--- src/rtl/dmem_arbiter.sv ---
// dmem_arbiter: shares one single-port data memory between the CPU load/store
// path (port 0) and a secondary master (port 1). Round-robin arbitration with
// optional bounded locked bursts; read data is returned one cycle after grant.
`timescale 1ns/1ps
module dmem_arbiter #(
    parameter int ADDR_W    = 8,
    parameter int DATA_W    = 8,
    parameter int MAX_BURST = 4
) (
    input  logic              clk,
    input  logic              rst,
    input  logic              req0,
    input  logic              req1,
    input  logic              we0,
    input  logic              we1,
    input  logic              lock0,
    input  logic              lock1,
    input  logic [ADDR_W-1:0] addr0,
    input  logic [ADDR_W-1:0] addr1,
    input  logic [DATA_W-1:0] wdata0,
    input  logic [DATA_W-1:0] wdata1,
    output logic              gnt0,
    output logic              gnt1,
    output logic              rvalid0,
    output logic              rvalid1,
    output logic [DATA_W-1:0] rdata,
    output logic              stall0,
    output logic              mem_we,
    output logic [ADDR_W-1:0] mem_addr,
    output logic [DATA_W-1:0] mem_wdata,
    input  logic [DATA_W-1:0] mem_rdata
);

    localparam int              CNT_W     = $clog2(MAX_BURST + 1);
    localparam logic [CNT_W-1:0] BURST_MAX = CNT_W'(MAX_BURST);
    localparam logic [CNT_W-1:0] CNT_ONE   = CNT_W'(1);

    // Arbitration state: last granted port, whether that owner asked to keep
    // the bus, and how many consecutive locked grants it has had.
    logic             last;
    logic             owner_locked;
    logic [CNT_W-1:0] burst_cnt;

    logic             lock_active;
    logic             pick1;
    logic             grant_any;
    logic             grant_lock;
    logic             read_grant;
    logic [CNT_W-1:0] burst_cnt_next;

    // Pick a winner: lone requester always wins; on conflict the locked owner
    // keeps the bus until its burst budget runs out, otherwise round-robin.
    always_comb begin
        lock_active = owner_locked && (burst_cnt < BURST_MAX);
        pick1       = 1'b0;
        if (req0 && req1) begin
            pick1 = lock_active ? last : ~last;
        end else begin
            pick1 = req1;
        end
        gnt0 = ~rst & req0 & ~pick1;
        gnt1 = ~rst & req1 & pick1;
    end

    // Steer the granted port onto the memory bus; idle bus shows port 0.
    always_comb begin
        mem_addr   = gnt1 ? addr1  : addr0;
        mem_wdata  = gnt1 ? wdata1 : wdata0;
        mem_we     = (gnt0 & we0) | (gnt1 & we1);
        stall0     = req0 & ~gnt0;
        grant_any  = gnt0 | gnt1;
        grant_lock = gnt1 ? lock1 : lock0;
        read_grant = grant_any & ~mem_we;
    end

    // Burst counter advances only while the same locked owner keeps winning;
    // it saturates so a long lone burst never wraps back into lock range.
    always_comb begin
        burst_cnt_next = CNT_ONE;
        if ((gnt1 == last) && owner_locked) begin
            burst_cnt_next = (burst_cnt == BURST_MAX) ? burst_cnt : burst_cnt + CNT_ONE;
        end
    end

    // Update arbitration history and capture read data for the granted port.
    always_ff @(posedge clk or posedge rst) begin
        if (rst) begin
            last         <= 1'b1;
            owner_locked <= 1'b0;
            burst_cnt    <= '0;
            rvalid0      <= 1'b0;
            rvalid1      <= 1'b0;
            rdata        <= '0;
        end else begin
            rvalid0 <= gnt0 & ~we0;
            rvalid1 <= gnt1 & ~we1;
            if (grant_any) begin
                last         <= gnt1;
                owner_locked <= grant_lock;
                burst_cnt    <= burst_cnt_next;
                if (read_grant) begin
                    rdata <= mem_rdata;
                end
            end else begin
                owner_locked <= 1'b0;
                burst_cnt    <= '0;
            end
        end
    end

endmodule
--- config.mk ---
export PLATFORM = sky130hd
export DESIGN_NAME = dmem_arbiter
export DESIGN_NICKNAME = d
export VERILOG_FILES = /design/src/rtl/dmem_arbiter.sv
export SDC_FILE = /design/constraint.sdc
export NUM_CORES = 1
export LEC_CHECK = 0
export CORE_MARGIN = 1
export CORE_UTILIZATION = 35
export DETAILED_ROUTE_END_ITERATION = 8
export MAX_ROUTING_LAYER = met4
export PLACE_DENSITY_LB_ADDON = 0.1
export SYNTH_ARGS = -nofsm -noshare
export SYNTH_HDL_FRONTEND = slang
export SYNTH_SLANG_ARGS = --single-unit
--- constraint.sdc ---
create_clock -name clk -period 2.25 [get_ports clk]
set_input_delay 0.225 -clock clk [delete_from_list [all_inputs] [get_ports clk]]
set_output_delay 0.225 -clock clk [all_outputs]
set_load 0.005 [all_outputs]
Word level (Yosys, flattened, before mapping)
Index checks and enable logic that the tools add are counted.

word-level totals
  flip-flop bits (word level) = 15
  bits in latches = 0
  memory bits (writable) = 0
  memory bits (read-only) = 0
  output and inout port bits = 30
  word-level logic and storage cells = 43
  memories kept = 0

operators by class
  $add $sub $neg = 1
  $mul = 0
  divide/modulo/power cells = 0
  $lt $le $gt $ge = 1
  eq/ne operators = 3
  shifts and indexed selects = 0
  muxes and demuxes = 9
  bitwise logic cells = 19
  reductions and logical operators = 4

operators with widths
  cell                                                            count
  8-bit 2-to-1 mux                                                2
  1-bit AND                                                       10
  3-bit 2-to-1 mux                                                3
  1-bit inverter                                                  7
  1-bit 2-to-1 mux                                                4
  3-bit by 1-bit adder with 3-bit output (second input constant)  1
  3-bit equality test (second input constant)                     1
  1-bit logical AND                                               3
  3-bit < comparator (second input constant)                      1
  3-bit != test (second input constant)                           1
  1-bit bitwise OR                                                2
  2-bit AND reduction                                             1
  1-bit equality test                                             1

Longest topological paths before layout
  word-level depth = 11
  gate-level depth with buffers = 6
  gate-level depth less buffers = 5

Worst setup path before layout
Ideal clock, no wire load.

  path type = reg-to-output
  start point = reg last
  end point = out mem_addr[1]
  data arrival time = 1537 ps
  required time = 2025 ps
  setup slack = 488 ps
  stages on the path, launching flop included = 6
  buffers on the path = 2
  cells stage by stage = dfstp_2 > buf_2 > xnor2_2 > o21ai_4 > buf_8 > mux2_2

between the ends
  word-level cells in the longest chain between the ends = 5

ends and longest elaborated chain
  element                   line  RTL
  start: declaration        40    logic last;
  start signal: assignment  98    last <= gnt1;
  1-bit inverter            57    pick1 = lock_active ? last : ~last;
  1-bit 2-to-1 mux (*)      57
  1-bit 2-to-1 mux (*)      56    if (req0 && req1) begin
  1-bit AND (*)             62    gnt1 = ~rst & req1 & pick1;
  8-bit 2-to-1 mux (*)      67    mem_addr = gnt1 ? addr1 : addr0;
  end: declaration          29    output logic [ADDR_W-1:0] mem_addr,

Mark *: on every way between the ends. The rest lies on a longest branch, timed or not.

Worst setup path after layout
  start point = reg burst_cnt[2]
  end point = out mem_wdata[4]

between the ends
  word-level cells in the longest chain between the ends = 6

ends and longest elaborated chain
  element                   line  RTL
  start: declaration        42    logic [CNT_W-1:0] burst_cnt;
  start signal: assignment  100   burst_cnt <= burst_cnt_next;
  3-bit < comparator        54    lock_active = owner_locked && (burst_cnt < BURST_MAX);
  1-bit logical AND         54
  1-bit 2-to-1 mux          57
  1-bit 2-to-1 mux          56
  1-bit AND                 62
  8-bit 2-to-1 mux          68    mem_wdata = gnt1 ? wdata1 : wdata0;
  end: declaration          30    output logic [DATA_W-1:0] mem_wdata,

Every way passes these cells.

==> reports/metrics.csv <==
stage,metric,value,unit
outcome,outcome,"finished, final reports clean",
timing,drv_slew,0,
worst_setup_path,r2r_start,owner_locked,
pwr,leakagePower,0.914,nW
synthesis,yosys.area.top_type,dfrtp_1,
worst_setup_path,cpMaxStageDelayCell,dfrtp_2,
global_routing,overflow,0,
route,drc,0,
global_routing,track_usage,23.7,%
timing,slew_headroom,76.8,%
floorplan,core-area,0.00288,mm^2
layout,multi_input_area,677,um^2
layout,fillerInstances,224,
route,dr_total_vias,1320,
worst_setup_path,critPathLaunchType,register,
clock_tree,clock-root-buffer,clkbuf_4,
timing,tns,0,ns
layout,drive_above_1_share,21.6,%
placement,placedCellCount,245,
route,drt_iter0_markers,68,
worst_setup_path,startpoint,burst_cnt[2],
layout,nets,264,
worst_setup_path,crit_path_end,mem_wdata[4],
layout,final_util,71.9,%
placement,io_buffer_count,77,
timing,setup_violations,0,
worst_setup_path,cp_cell_sequence,"nor2b_4, xnor2_2, o21ai_4, buf_6, buf_4, mux2_2, dlygate4sd2_1",
worst_setup_path,worstPathArrival,2.00,ns
synthesis,synth_seq_cells,15,
layout,syn2layout_area_growth,87.8,%
layout,n_antenna_cell,0,
global_routing,grt_pass1_vias,1343,
timing,whs,0.426,ns
pwr,power_density,494,mW/mm^2
timing,finalHoldViolations,0,
placement,gp_congestion,0.808,
floorplan,design.die.area,0.00337,mm^2
worst_setup_path,crit_cells,7,
synthesis,synth_seq_area_share,34.2,%
route,routed_wl,3.57,mm
worst_setup_path,worstSetupEndpointType,output port,
worst_setup_path,reg2reg_to,rdata[7],
min_path,min_path_type,input port to async pin,
worst_setup_path,max_stage_delay,0.44,ns
timing,rsz0062_at_grt,yes,
route,wl_per_cell,14.0,um
global_routing,antenna_found_initial,0,
clock_tree,clk_pin_slew,0.08,ns
global_routing,grt_pass1_wl,5.88,mm
pwr,irDropWorstVdd,0.000259,V
global_routing,grt_max_degree,17,
floorplan,ios,78,
floorplan,die_w,58.1,um
synthesis,post_synth.cell_area_avg,9.33,um^2
layout,layout.cells.non_filler,255,
synthesis,synth_top_cells_by_area,"dfrtp_1 32%, mux2_2 16%, o211ai_1 12%, nand2_1 7.2%, dfstp_2 2.4%",
worst_setup_path,crit_type,register to output port,
route,first_pass_iters,4,
floorplan,start_util,38.3,%
timing,worst_pin_slew,0.343,ns
worst_setup_path,crit_buf_inv,3,
synthesis,syn_inst,118,
clock_tree,htreeDepth,1,
clock_tree,cts_tree,done,
clock_tree,cts.path.max_buffers,2,
timing,period_share,98.7,%
synthesis,yosysTopAreaCellShare,31.8,%
flow_run,cap_violations,0,
route,via_per_inst,5.18,
timing,period_needed,2.22,ns
clock_tree,cts_buffers,3,
synthesis,yosysWarnings,0,
timing,max_freq,0.450,GHz
layout,seqCellArea,378,um^2
floorplan,row_count,19,
clock_tree,clock_latency,0.28,ns
route,ant_nets,0,
floorplan,die_y,58.1,um
synthesis,syn-num-nets,168,
clock_tree,cts.sinks,15,
worst_setup_path,cp_top_family,buffers and inverters,
worst_setup_path,cp_max_fo,4,
synthesis,ys_types,35,
placement,place_hpwl,2.78,mm
worst_setup_path,cp_data_required_time,2.03,ns
worst_setup_path,r2r_setup_slack,0.68,ns
worst_setup_path,reg2reg_depth,5,
timing,fin_skew,0.00352,ns
pwr,p_total,1.02,mW
synthesis,syn-cell-area,0.00110,mm^2
-- worst reg2reg max path: stages (launching register included) --
cell      delay [ns]
dfrtp_1         0.39
nor2b_4         0.14
xnor2_2         0.23
buf_6           0.20
o21a_1          0.31
o211ai_1        0.17
-- cells in the mapped netlist, drive strengths merged --
cell type	count
nor2	6
dfstp	1
nand2	21
o21bai	1
and2b	1
inv	6
nand4b	1
nand4	1
a21o	3
buf	5
nand2b	2
o311ai	1
a22o	1
ha	2
a31oi	1
nor2b	3
o21a	1
o211ai	17
and3b	1
a2111o	1
nand3	1
nor3	1
o211a	1
mux2	16
dfrtp	14
o21ai	3
and2	1
xnor2	1
a21oi	4
-- worst min-delay path by stage --
stage              from           end  slack [ns]  cells past startpoint
6_report            rst  burst_cnt[0]        0.43                      4
2_1_floorplan       rst  burst_cnt[0]        0.14                      1
4_1_cts             rst  burst_cnt[0]        0.43                      4
3_3_place_gp   rdata[7]      rdata[7]        0.51                      2
3_5_place_dp   rdata[4]      rdata[4]        0.53                      2
5_1_grt             rst      rdata[7]        0.46                      4
-- routing by layer --
layer / part of all wire, % / vias to the layer above / GRT usage [%] / routed length [um]
met5: 0 / - / - / 0
met4: 1.3 / 0 / 4.76 / 47
met3: 7.8 / 6 / 7.81 / 280
met2: 50 / 63 / 41.4 / 1780
met1: 41 / 630 / 26.4 / 1460
li1: - / 621 / - / -
-- per-stage QoR --
| step | setup slack, ns | area [um^2] |
|---|---|---|
| 2_1_floorplan | 0.488 | 1100 |
| 5_1_grt | -0.0509 | 2070 |
| 3_3_place_gp | -0.0953 | 1990 |
| 6_report | 0.0282 | 2070 |
| 4_1_cts | 0.0137 | 2050 |
| 3_5_place_dp | -0.128 | 1990 |
-- where the power goes --
group | leakage, nW | switching [mW] | internal, mW
clock network | 0.0150 | 0.0802 | 0.0687
registers | 0.187 | 0.0395 | 0.321
logic | 0.712 | 0.198 | 0.314
-- placed cells by master (no fill, tap or decap), types with 2 or more instances in the layout --
| cell type | n |
|---|---|
| inv_1 | 5 |
| o21ai_0 | 2 |
| dfrtp_1 | 13 |
| a21oi_1 | 3 |
| buf_6 | 2 |
| ha_1 | 2 |
| nand2b_1 | 2 |
| mux2_2 | 16 |
| buf_4 | 16 |
| clkdlybuf4s50_1 | 60 |
| clkbuf_4 | 3 |
| o211ai_1 | 17 |
| nor2b_1 | 2 |
| nand2_1 | 21 |
| a21o_1 | 3 |
| dlygate4sd2_1 | 15 |
| nor2_1 | 6 |
-- what timing repair did --
| action | in CTS | in global routing |
|---|---|---|
| resized for setup | 18 | 5 |
| hold buffers | 0 | 0 |
| setup buffers | 5 | 1 |
| endpoints found under the setup margin | 20 | 9 |
| pin swaps | 1 | 1 |
-- registers in the layout (all words and copies together) (netlist names) --
signal and flops:
burst_cnt 3, rvalid1 1, owner_locked 1, last 1, rdata 8, rvalid0 1
-- logic make-up after synthesis --
family | count (synthesis) | synth area share (%)
AND/OR/NAND/NOR | 39 | 17.0
AO/OA/AOI/OAI | 34 | 23.6
multiplexers | 16 | 16.4
flip-flops | 15 | 34.2
buffers and inverters | 11 | 5.00
adder cells (fa/ha/maj) | 2 | 2.27
XOR/XNOR | 1 | 1.48
-- cell type report --
| type | count | area share, % |
|---|---|---|
| Tap cell | 42 | 2.54 |
| Multi-Input combinational cell | 92 | 32.7 |
| Clock buffer | 4 | 1.27 |
| Sequential cell | 15 | 18.3 |
| Inverter | 6 | 1.09 |
| Timing Repair Buffer | 96 | 44.1 |
(Power assumes the default switching activity.)
